### src/rtl/vc_fsm_gen_pkg.sv
// Shared NoC definitions for the per-VC controller: flit type codes, stage codes,
// enable constants and index-width helpers.
package vc_fsm_gen_pkg;

    localparam logic Enable  = 1'b1;
    localparam logic Disable = 1'b0;

    typedef enum logic [1:0] {
        TYPE_HEAD     = 2'b00,
        TYPE_BODY     = 2'b01,
        TYPE_TAIL     = 2'b10,
        TYPE_HEADTAIL = 2'b11
    } flit_type_e;

    typedef enum logic [1:0] {
        RC_STAGE  = 2'b00,
        VSA_STAGE = 2'b01,
        ST_STAGE  = 2'b10
    } stage_e;

    function automatic int clog2(input int n);
        int r;
        r = 0;
        for (int i = 0; i < 31; i++) begin
            if ((1 << i) < n) r = i + 1;
        end
        return r;
    endfunction

    // Select fields never shrink to zero bits, even for a single port or VC.
    function automatic int idx_w(input int n);
        return (clog2(n) < 1) ? 1 : clog2(n);
    endfunction

    function automatic logic is_head(input flit_type_e t);
        return (t == TYPE_HEAD) || (t == TYPE_HEADTAIL);
    endfunction

    function automatic logic is_tail(input flit_type_e t);
        return (t == TYPE_TAIL) || (t == TYPE_HEADTAIL);
    endfunction

endpackage

### src/rtl/vc_fsm_gen_if.sv
// Input-unit <-> VC controller bundle. Optional macro VC_MULTAB_EN adds multab_en.
interface vc_fsm_gen_if
    import vc_fsm_gen_pkg::*;
#(
    parameter int NPORT = 5,
    parameter int NVCH  = 2,
    parameter int FLITW = 34,
    parameter int CNT_W = 8,
    localparam int PORT_W = idx_w(NPORT),
    localparam int VCH_W  = idx_w(NVCH)
);

    logic [FLITW-1:0]      bdata;
    logic                  bvalid;
    logic [PORT_W-1:0]     port;
    logic [VCH_W-1:0]      ovch;
    logic [NPORT*NVCH-1:0] irdy_vec;
    logic [NPORT*NVCH-1:0] ilck_vec;
    logic [NPORT-1:0]      grt_vec;
`ifdef VC_MULTAB_EN
    logic                  multab_en;
`endif
    logic                  req;
    logic                  send;
    logic                  olck;
    logic                  urgent;
    logic [CNT_W-1:0]      flit_cnt;
    logic                  port_err;

    modport master (
        output bdata, bvalid, port, ovch, irdy_vec, ilck_vec, grt_vec,
`ifdef VC_MULTAB_EN
        output multab_en,
`endif
        input  req, send, olck, urgent, flit_cnt, port_err
    );

    modport slave (
        input  bdata, bvalid, port, ovch, irdy_vec, ilck_vec, grt_vec,
`ifdef VC_MULTAB_EN
        input  multab_en,
`endif
        output req, send, olck, urgent, flit_cnt, port_err
    );

endinterface

### src/rtl/vc_fsm_gen_sel_mux.sv
// Picks ilck/irdy/grt for the routed (port, ovch); out-of-range selects read as locked.
// Optional macro VC_MULTAB_EN also folds in the lock of the local/ejection VC.
module vc_fsm_gen_sel_mux
    import vc_fsm_gen_pkg::*;
#(
    parameter int NPORT = 5,
    parameter int NVCH  = 2,
    localparam int PORT_W = idx_w(NPORT),
    localparam int VCH_W  = idx_w(NVCH)
) (
    input  logic [PORT_W-1:0]     port_i,
    input  logic [VCH_W-1:0]      ovch_i,
    input  logic [NPORT*NVCH-1:0] irdy_vec_i,
    input  logic [NPORT*NVCH-1:0] ilck_vec_i,
    input  logic [NPORT-1:0]      grt_vec_i,
`ifdef VC_MULTAB_EN
    input  logic                  multab_en_i,
`endif
    output logic                  ilck_o,
    output logic                  irdy_o,
    output logic                  grt_o,
    output logic                  port_ok_o
);

    always_comb begin
        ilck_o    = 1'b1;
        irdy_o    = 1'b0;
        grt_o     = 1'b0;
        port_ok_o = 1'b0;
        for (int p = 0; p < NPORT; p++) begin
            if (port_i == PORT_W'(p)) begin
                port_ok_o = 1'b1;
                grt_o     = grt_vec_i[p];
                for (int v = 0; v < NVCH; v++) begin
                    if (ovch_i == VCH_W'(v)) begin
                        ilck_o = ilck_vec_i[p*NVCH+v];
                        irdy_o = irdy_vec_i[p*NVCH+v];
                    end
                end
            end
        end
`ifdef VC_MULTAB_EN
        // A multicast hit also needs the same VC on the last (local) port to be free.
        for (int v = 0; v < NVCH; v++) begin
            if (multab_en_i && (ovch_i == VCH_W'(v))) begin
                ilck_o = ilck_o | ilck_vec_i[(NPORT-1)*NVCH+v];
            end
        end
`endif
    end

endmodule

### src/rtl/vc_fsm_gen.sv
// Per-input-VC router controller: RC -> VSA -> ST with flit-level flow control,
// flit counter and VSA age/urgent hint. Optional macro VC_MULTAB_EN enables multab_en.
module vc_fsm_gen
    import vc_fsm_gen_pkg::*;
#(
    parameter int ROUTERID = 0,
    parameter int PCHID    = 0,
    parameter int VCHID    = 0,
    parameter int NPORT    = 5,
    parameter int NVCH     = 2,
    parameter int FLITW    = 34,
    parameter int TYPE_LSB = 32,
    parameter int AGE_W    = 4,
    parameter int CNT_W    = 8
) (
    input  logic        clk,
    input  logic        rst_,
    vc_fsm_gen_if.slave bus
);

    localparam int unused_ids = ROUTERID + PCHID + VCHID;
    localparam logic [AGE_W-1:0] AGE_MAX = '1;
    localparam logic [CNT_W-1:0] CNT_MAX = '1;

    function automatic logic [AGE_W-1:0] age_sat_inc(input logic [AGE_W-1:0] a);
        return (a == AGE_MAX) ? a : a + 1'b1;
    endfunction

    function automatic logic [CNT_W-1:0] cnt_sat_inc(input logic [CNT_W-1:0] c);
        return (c == CNT_MAX) ? c : c + 1'b1;
    endfunction

    stage_e           state_q, state_d;
    logic [AGE_W-1:0] age_q, age_d;
    logic [CNT_W-1:0] cnt_q, cnt_d;
    logic             perr_q, perr_d;

    logic       ilck, irdy, grt, port_ok;
    logic       req_c, send_c;
    flit_type_e ftype;
    logic       unused_bits;

    assign ftype       = flit_type_e'(bus.bdata[TYPE_LSB+1:TYPE_LSB]);
    assign unused_bits = ^bus.bdata;

    vc_fsm_gen_sel_mux #(
        .NPORT (NPORT),
        .NVCH  (NVCH)
    ) u_sel (
        .port_i      (bus.port),
        .ovch_i      (bus.ovch),
        .irdy_vec_i  (bus.irdy_vec),
        .ilck_vec_i  (bus.ilck_vec),
        .grt_vec_i   (bus.grt_vec),
`ifdef VC_MULTAB_EN
        .multab_en_i (bus.multab_en),
`endif
        .ilck_o      (ilck),
        .irdy_o      (irdy),
        .grt_o       (grt),
        .port_ok_o   (port_ok)
    );

    always_ff @(posedge clk or negedge rst_) begin
        if (!rst_) begin
            state_q <= RC_STAGE;
            age_q   <= '0;
            cnt_q   <= '0;
            perr_q  <= 1'b0;
        end else begin
            state_q <= state_d;
            age_q   <= age_d;
            cnt_q   <= cnt_d;
            perr_q  <= perr_d;
        end
    end

    always_comb begin
        state_d = state_q;
        age_d   = age_q;
        cnt_d   = cnt_q;
        perr_d  = perr_q;
        unique case (state_q)
            RC_STAGE: begin
                if (bus.bvalid && is_head(ftype)) begin
                    state_d = VSA_STAGE;
                    perr_d  = !port_ok;
                    cnt_d   = '0;
                    age_d   = '0;
                end
            end
            VSA_STAGE: begin
                if (send_c) begin
                    cnt_d   = CNT_W'(1);
                    age_d   = '0;
                    state_d = is_tail(ftype) ? RC_STAGE : ST_STAGE;
                end else begin
                    age_d = age_sat_inc(age_q);
                end
            end
            ST_STAGE: begin
                if (send_c) begin
                    cnt_d = cnt_sat_inc(cnt_q);
                    if (is_tail(ftype)) state_d = RC_STAGE;
                end
            end
            default: state_d = RC_STAGE;
        endcase
    end

    // ST ignores ilck: the lock on the output VC is held by this VC.
    always_comb begin
        req_c  = 1'b0;
        send_c = 1'b0;
        unique case (state_q)
            VSA_STAGE: begin
                req_c  = !ilck;
                send_c = bus.bvalid && !ilck && grt && irdy;
            end
            ST_STAGE: begin
                req_c  = bus.bvalid;
                send_c = bus.bvalid && grt && irdy;
            end
            default: ;
        endcase
    end

    assign bus.req      = req_c;
    assign bus.send     = send_c;
    assign bus.olck     = (state_q != RC_STAGE);
    assign bus.urgent   = (state_q == VSA_STAGE) && (age_q == AGE_MAX);
    assign bus.flit_cnt = cnt_q;
    assign bus.port_err = perr_q;

    rc_head_only: assert property (@(posedge clk) disable iff (!rst_)
        (state_q == RC_STAGE && bus.bvalid) |-> is_head(ftype));

endmodule
### src/flat_wrapper.sv
// flat-port wrapper written by rule: the top's interface ports become plain ports
module vc_fsm_gen_flat import vc_fsm_gen_pkg::*;
#(
    parameter int ROUTERID = 0,
    parameter int PCHID    = 0,
    parameter int VCHID    = 0,
    parameter int NPORT    = 5,
    parameter int NVCH     = 2,
    parameter int FLITW    = 34,
    parameter int TYPE_LSB = 32,
    parameter int AGE_W    = 4,
    parameter int CNT_W    = 8
)
  (clk, rst_, bus_bdata, bus_bvalid, bus_port, bus_ovch, bus_irdy_vec, bus_ilck_vec, bus_grt_vec, bus_req, bus_send, bus_olck, bus_urgent, bus_flit_cnt, bus_port_err);
  vc_fsm_gen_if #(.NPORT(NPORT), .NVCH(NVCH), .FLITW(FLITW), .CNT_W(CNT_W)) bus_i ();
  input  logic clk;
  input  logic rst_;
  input wire logic [$bits(bus_i.bdata)-1:0] bus_bdata;
  input wire logic [$bits(bus_i.bvalid)-1:0] bus_bvalid;
  input wire logic [$bits(bus_i.port)-1:0] bus_port;
  input wire logic [$bits(bus_i.ovch)-1:0] bus_ovch;
  input wire logic [$bits(bus_i.irdy_vec)-1:0] bus_irdy_vec;
  input wire logic [$bits(bus_i.ilck_vec)-1:0] bus_ilck_vec;
  input wire logic [$bits(bus_i.grt_vec)-1:0] bus_grt_vec;
  output wire logic [$bits(bus_i.req)-1:0] bus_req;
  output wire logic [$bits(bus_i.send)-1:0] bus_send;
  output wire logic [$bits(bus_i.olck)-1:0] bus_olck;
  output wire logic [$bits(bus_i.urgent)-1:0] bus_urgent;
  output wire logic [$bits(bus_i.flit_cnt)-1:0] bus_flit_cnt;
  output wire logic [$bits(bus_i.port_err)-1:0] bus_port_err;
  assign bus_i.bdata = bus_bdata;
  assign bus_i.bvalid = bus_bvalid;
  assign bus_i.port = bus_port;
  assign bus_i.ovch = bus_ovch;
  assign bus_i.irdy_vec = bus_irdy_vec;
  assign bus_i.ilck_vec = bus_ilck_vec;
  assign bus_i.grt_vec = bus_grt_vec;
  assign bus_req = bus_i.req;
  assign bus_send = bus_i.send;
  assign bus_olck = bus_i.olck;
  assign bus_urgent = bus_i.urgent;
  assign bus_flit_cnt = bus_i.flit_cnt;
  assign bus_port_err = bus_i.port_err;
  vc_fsm_gen #(.ROUTERID(ROUTERID), .PCHID(PCHID), .VCHID(VCHID), .NPORT(NPORT), .NVCH(NVCH), .FLITW(FLITW), .TYPE_LSB(TYPE_LSB), .AGE_W(AGE_W), .CNT_W(CNT_W)) u_core (.clk(clk), .rst_(rst_), .bus(bus_i));
endmodule
### config.mk
export PLATFORM = sky130hd
export DESIGN_NAME = vc_fsm_gen_flat
export DESIGN_NICKNAME = d
export VERILOG_FILES = /design/src/rtl/vc_fsm_gen_pkg.sv /design/src/rtl/vc_fsm_gen_if.sv /design/src/rtl/vc_fsm_gen_sel_mux.sv /design/src/rtl/vc_fsm_gen.sv /design/src/flat_wrapper.sv
export SDC_FILE = /design/constraint.sdc
export NUM_CORES = 1
export LEC_CHECK = 0
export CELL_PAD_IN_SITES_DETAIL_PLACEMENT = 0
export CELL_PAD_IN_SITES_GLOBAL_PLACEMENT = 1
export CORE_UTILIZATION = 23
export CTS_CLUSTER_DIAMETER = 150
export CTS_CLUSTER_SIZE = 14
export DETAILED_ROUTE_END_ITERATION = 8
export PLACE_DENSITY_LB_ADDON = 0.1
export SYNTH_ARGS = -nofsm -noshare
export SYNTH_HDL_FRONTEND = slang
export SYNTH_SLANG_ARGS = --single-unit
### constraint.sdc
create_clock -name clk -period 1.7 [get_ports clk]
set_input_delay 0.255 -clock clk [delete_from_list [all_inputs] [get_ports clk]]
set_output_delay 0.255 -clock clk [all_outputs]
set_load 0.05 [all_outputs]
==> out/metrics.cfg <==
[status]
status = finished with violations
violations = setup timing

[placement]
hpwlAfterDp_um = 3291
place_congestion = 0.7946
port-buffer-count = 46
placedCellCount = 298
place_area_um2 = 2161

[die]
core-area_um2 = 5238
start_util = 0.2453
die_height_um = 76.75
dieArea_um2 = 5890
die_width_um = 76.75
ios = 79
rows = 26

[sta]
max-slew-margin-rel = 0.7311
worst_pin_slew_ps = 399.2
timing.fmax_mhz = 508.3
setup_violations = 16
finalMaxSlewViolations = 0
fin_crit_sh = 1.157
finalHoldViolCount = 0
rsz0062_at_grt = true
fin_skew_ps = 6.892
hold_ws_ps = 321.4
period_needed_ps = 1967
layout_setup_ws_ps = -267.2

[final_layout]
num_antenna_cells = 0
layout.cells.non_filler = 315
synthToLayoutAreaGrowth_pct = 96.59
layout_common_cells = buf_4, clkdlybuf4s50_1, dlygate4sd2_1
final_common_cell = buf_4
layout-drive-gt1-share = 0.4898
nets = 320
finalInstanceArea_um2 = 2526

[route]
drt-initial-drc-count = 55
routed_wl_um = 4476
drt-pass1-iter-count = 4
wl_per_cell_um = 14.21
viasPerCell = 4.825
ant_nets = 0
num_vias = 1520
drc = 0

[clock_tree]
cts.reportedPaths.clkPinSlew_ps = 70
cts.sinks = 15
hold_buffers = 0
cts-root-buf = clkbuf_8
cts_tree = done
htree_num_levels = 1
cts_buffer_depth = 2
numCtsBuffers = 3
clk_latency_ps = 250

[yosys]
synth_top_area_frac = 0.2921
synth_edf_count = 0
syn_inst = 148
netlist-cell-type-count = 42
yosysSeqAreaShare = 0.2921
syn_avg_cell_area_um2 = 8.682
async_flop_share = 1.000
ys_ff_latch = 15
mappedNetlistNets = 222
netlist_area_um2 = 1285
yosys-top-cells-area = dfrtp_1, ha_1, a21oi_1
synth_warnings = 0
ys.flop_type = dfrtp_1
synth_area_leader_cell = dfrtp_1

[critical_path]
end_kind = primary output
worstPathRequired_ps = 1440
arrival_ps = 1710
slowest_delay_ps = 460
crit_type = in2out
cp_cell_sequence = clkdlybuf4s50_1 -> mux2_4 -> a31oi_4 -> a311oi_4 -> o211a_4 -> buf_6 -> buf_12
cp_max_fo = 2
crit_slowest_cell = clkdlybuf4s50_1
cp-start-kind = input pin

[pwr]
p_per_area_nw_per_um2 = 779.4
p_leak_nw = 1.161
ir_worst_vdd_v = 0.0004103

[global_route]
antenna_found_initial = 0
gr-usage-all-layers = 0.1531
grt_start_max_net_pins = 16
grt_pass1_vias = 1549
gr-total-overflow = 0
grt_pass1_wl_um = 7314

[run]
maxCapViolCount = 0

[worst_hold_path]
hp-class = in2async

## flip-flops by register name, summed over array words and instances, names as in the netlist
signal               cells
u_core.bus.port_err      1
u_core.state_q           2
u_core.age_q             4
u_core.bus.flit_cnt      8
## path summary, 6_finish.rpt
path	endpoint	from	slack, ps	depth (start not counted)
min in group clk	u_core.bus.port_err	u_core.bus.port_err	490	2
setup / recovery	bus_send	bus_irdy_vec[9]	-270	7
max in group asynchronous	u_core.bus.flit_cnt[0]	rst_	1170	2
hold reg to reg	u_core.bus.port_err	u_core.bus.port_err	490	2
hold / removal	u_core.bus.flit_cnt[2]	rst_	320	2
setup reg to reg	u_core.age_q[3]	u_core.state_q[0]	-210	9
## cell usage after synthesis, types with 2 or more instances
cell      instances
a311o_1           2
o211ai_1          5
mux2_2            4
buf_2             2
a32o_1            2
dfrtp_1          15
o21ai_0          10
o211a_1           2
nor2b_1           4
o31ai_1           3
nand3_1           4
and3_1            3
ha_1              8
a211o_1           2
o21a_1            4
a21oi_1          10
inv_1            10
nand4_1           4
a22o_1            2
a21o_1            2
mux2i_1           2
mux2_1            4
a31oi_1           5
nor3_1            2
nand2_1          13
nor2_1            8
## per-layer routing
layer | share of wire | global-route usage
met2 | 0.50 | 0.2705
met3 | 0.041 | 0.03214
met1 | 0.45 | 0.1919
met4 | 0.0051 | 0.02500
met5 | 0 | 0
## critical path: cells and delay by family
family                 cells  cell delay, ps
AO/OA/AOI/OAI              3             620
buffers and inverters      3             680
multiplexers               1             150
## cell families (layout without fill, tap and decap cells)
kind of cell    count (synthesis)  in the layout  synth area share
compound gates                 57             57            0.3194
fa+ha+maj                       8              8           0.07790
buf+inv                        14            111           0.04869
mux                            10             10           0.08568
simple gates                   44             44            0.1763
flops                          15             15            0.2921
## repair_timing
| item | in CTS | in global routing |
|---|---|---|
| resized for setup | 62 | 25 |
| pin swaps | 22 | 13 |
| buffers inserted | 10 | 5 |
| setup endpoints to repair | 17 | 17 |
## per-stage QoR
| stage | TNS (ps) | utilization | total power, mW | worst slack (ps) |
|---|---|---|---|---|
| floorplan | -716.6 | - | 0.9776 | -102.3 |
| global placement | -10960 | 0.4126 | 1.428 | -760.7 |
| detailed placement | -11760 | 0.4126 | 1.433 | -818.4 |
| CTS | -2330 | 0.4663 | 1.914 | -283.2 |
| global route | -3378 | 0.4823 | 2.100 | -319.0 |
| finish | -2163 | 0.4823 | 1.969 | -267.2 |
## cell type report
| class | count | area [um^2] |
|---|---|---|
| timing repair buffer | 97 | 869.6 |
| clock buffer | 4 | 45.04 |
| inverter | 10 | 37.54 |
| sequential | 15 | 381.6 |
| fill | 495 | 2711 |
| tap | 70 | 87.58 |
| multi-input combinational | 119 | 1105 |
## power breakdown
group	leakage, nW	internal (mW)	switching, mW
sequential	0.197	0.403	0.0341
combinational	0.942	0.621	0.613
clock	0.0228	0.166	0.132
total	1.16	1.19	0.779
Power figures use the tool's default switching activity.
==> RTL edit (config.mk and constraints unchanged) <==
The 3 values of `stage_e` get a one-hot encoding in 3 bits.
--- a/src/rtl/vc_fsm_gen_pkg.sv
+++ b/src/rtl/vc_fsm_gen_pkg.sv
@@ -12,10 +12,10 @@
         TYPE_HEADTAIL = 2'b11
     } flit_type_e;
 
-    typedef enum logic [1:0] {
-        RC_STAGE  = 2'b00,
-        VSA_STAGE = 2'b01,
-        ST_STAGE  = 2'b10
+    typedef enum logic [2:0] {
+        RC_STAGE  = 3'b001,
+        VSA_STAGE = 3'b010,
+        ST_STAGE  = 3'b100
     } stage_e;
 
     function automatic int clog2(input int n);
Check against the original RTL: same outputs for any inputs over 10 cycles, from zero or initial values and one cycle with rst_ low; not proved beyond that.
==> RTL edit against the original RTL <==
The flow still finishes with violations (negative setup slack). Worst hold slack gained 0.015 ns. Sequential cell count grew 1. Non-clock buffer count shrank 13. Sequential share of layout area grew 2.1 points. Worst setup slack gained 0.11 ns. Critical path depth shrank 3. First-iteration DRC count shrank 9.1%. Area after synthesis shrank 0.58%. Routed wire length shrank 11%. Final area shrank 6.7%. Die area shrank 0.57%. Critical endpoint is now bus_urgent. Highest routed layer unchanged.
Power is not compared: it rests on default switching activity, and its combinational part moved more than twofold at a synthesized area within 25%.
==> RTL edit: results (changes against the original RTL) <==
[metrics] cell type of the slowest stage on the worst timing path: sky130_fd_sc_hd__or3b_4
[metrics] final-stage net count: 292 (-8.8%)
[metrics] Non-clk invs: 7 (-3)
[metrics] placed cells: 276 (-7.4%)
[metrics] violated checks: negative setup slack
[metrics] maximum number of pins on one net before global-route repair: 17 (+1)
[metrics] placed inst area: 2021 um^2 (-6.5%)
[metrics] FF-to-FF setup slack: -0.01 ns (+0.20 ns)
[metrics] aggregate global-route resource usage: 13.88% (-1.4 points)
[metrics] met2 usage in global routing: 27.66% (+0.60 points)
[metrics] portion of the post-synthesis area used by sequential elements: 31.44% (+2.2 points)
[metrics] area of combinational cells with multiple inputs: 1030 um^2 (-6.8%)
[metrics] Clk pin slew, worst setup/hold paths: 0.06 ns
[metrics] met1 Track Usage GR: 14.42% (-4.8 points)
[metrics] RePlAce Congestion: 0.8072 (+1.6%)
[metrics] cell depth of the worst flop-to-flop path: 6 (-3)
[metrics] most common library cells after synthesis: sky130_fd_sc_hd__dfrtp_1 (15), sky130_fd_sc_hd__o21ai_0 (10), sky130_fd_sc_hd__a21oi_1 (8), sky130_fd_sc_hd__and3_1 (8)
[metrics] R2R Path Start: u_core.state_q[0]
[metrics] worst clock skew on the final layout: 0.001385 ns (-0.005507 ns)
[metrics] worst hold slack across all endpoints: 0.3363 ns (+0.01491 ns)
[metrics] average routed wire per standard cell: 13.71 um (-3.5%)
[metrics] Flop pwr share: 34.9%
[metrics] number of library cell types mapped by synthesis: 52 (+24%)
[metrics] count of buffers not belonging to the clock network in the layout: 84 (-13%)
[metrics] worst setup margin: -0.1528 ns (+0.1144 ns)
[metrics] DP Wirelength: 3024 um (-8.1%)
[metrics] pre-CTS setup slack: -0.7345 ns (+0.08398 ns)
[metrics] fillers: 516 (+4.2%)
[metrics] multi-input logic cell count: 110 (-7.6%)
[metrics] total wire length after detailed routing: 3990 um (-11%)
[metrics] syn_nets: 209 (-5.9%)
[metrics] ratio of total power to cell area: 553.7 nW/um^2
[metrics] Starting DRT DRC Count: 50 (-9.1%)
[metrics] Final Setup Violations: 5 (-11)
[metrics] antenna violations before repair: 0 (unchanged)
[metrics] status: finished, violations left
[metrics] Post-Route Setup TNS: -0.4469 ns (+1.716 ns)
[metrics] Worst EP arrival: 1.60 ns (-0.11 ns)
[metrics] post-synthesis average cell area: 9.190 um^2 (+5.9%)
[metrics] detailed-route via count: 1,425 (-6.3%)
[metrics] pin slew with the least headroom to its limit: 0.3171 ns (-0.08207 ns)
[metrics] clock network contribution to total cell area: 2.335% (+0.55 points)
[metrics] via count of the first global-routing pass: 1,495 (-3.5%)
[metrics] CP max FO: 5 (+3)
[metrics] endpoint of the lowest-slack register-to-register path: u_core.age_q[1]
[metrics] buffer share of cell area: 31.79% (-2.6 points)
[metrics] number of buffers on the longest clock path: 2 (unchanged)
[metrics] wire length of the first global-routing pass: 6548 um (-10%)
[metrics] met3 track demand over resource in global routing: 1.198% (-2.0 points)
[metrics] share of post-route cells with drive strength above 1: 48.42% (-0.56 points)
==> RTL edit: cell types whose count changed in the layout (fill, tap and decap cells not counted), moves of 4 or more <==
cell                              unedited run  this run
sky130_fd_sc_hd__o21ai_0                     2         6
sky130_fd_sc_hd__buf_2                       0         4
sky130_fd_sc_hd__clkdlybuf4s50_1            14         4
sky130_fd_sc_hd__mux2_4                      6         2
sky130_fd_sc_hd__dlygate4sd2_1              12        21
sky130_fd_sc_hd__nand2_1                    10         4
sky130_fd_sc_hd__mux2i_1                     1         6
sky130_fd_sc_hd__buf_4                      53        38
sky130_fd_sc_hd__inv_2                       5         1
==> RTL edit: logic make-up after synthesis <==
group                      count (synthesis)  synth area share [%]
AOI/OAI and AO/OA                         49                 28.80
adders and majority gates                  4                 3.918
buffers and inverters                     13                 5.387
DFF                                       16                 31.44
muxes                                      9                 8.227
and+or+nand+nor                           48                 22.23
==> RTL edit: repair_timing <==
action / in CTS / in global routing
buffers inserted: 11 / 0
resized for setup: 81 / 24
pin swaps: 26 / 17
cloned: 2 / 0
setup endpoints to repair: 19 / 18
==> RTL edit: worst max path at each step <==
| stage | start | to | slack [ns] | cells past startpoint |
|---|---|---|---|---|
| finish | u_core.state_q[0] | bus_urgent | -0.15 | 4 |
| global route | bus_ovch | bus_send | -0.21 | 8 |
| CTS | bus_ovch | bus_send | -0.17 | 8 |
| detailed placement | bus_ovch | u_core.age_q[3] | -0.73 | 8 |
| global placement | bus_ovch | u_core.age_q[3] | -0.71 | 8 |
| floorplan | bus_port[2] | bus_send | -0.11 | 7 |
==> RTL edit: layer usage <==
metal	routed length, um	up-vias
li1	-	695
met1	1540	682
met2	2248	42
met3	127	6
met4	74	0
met5	0	-
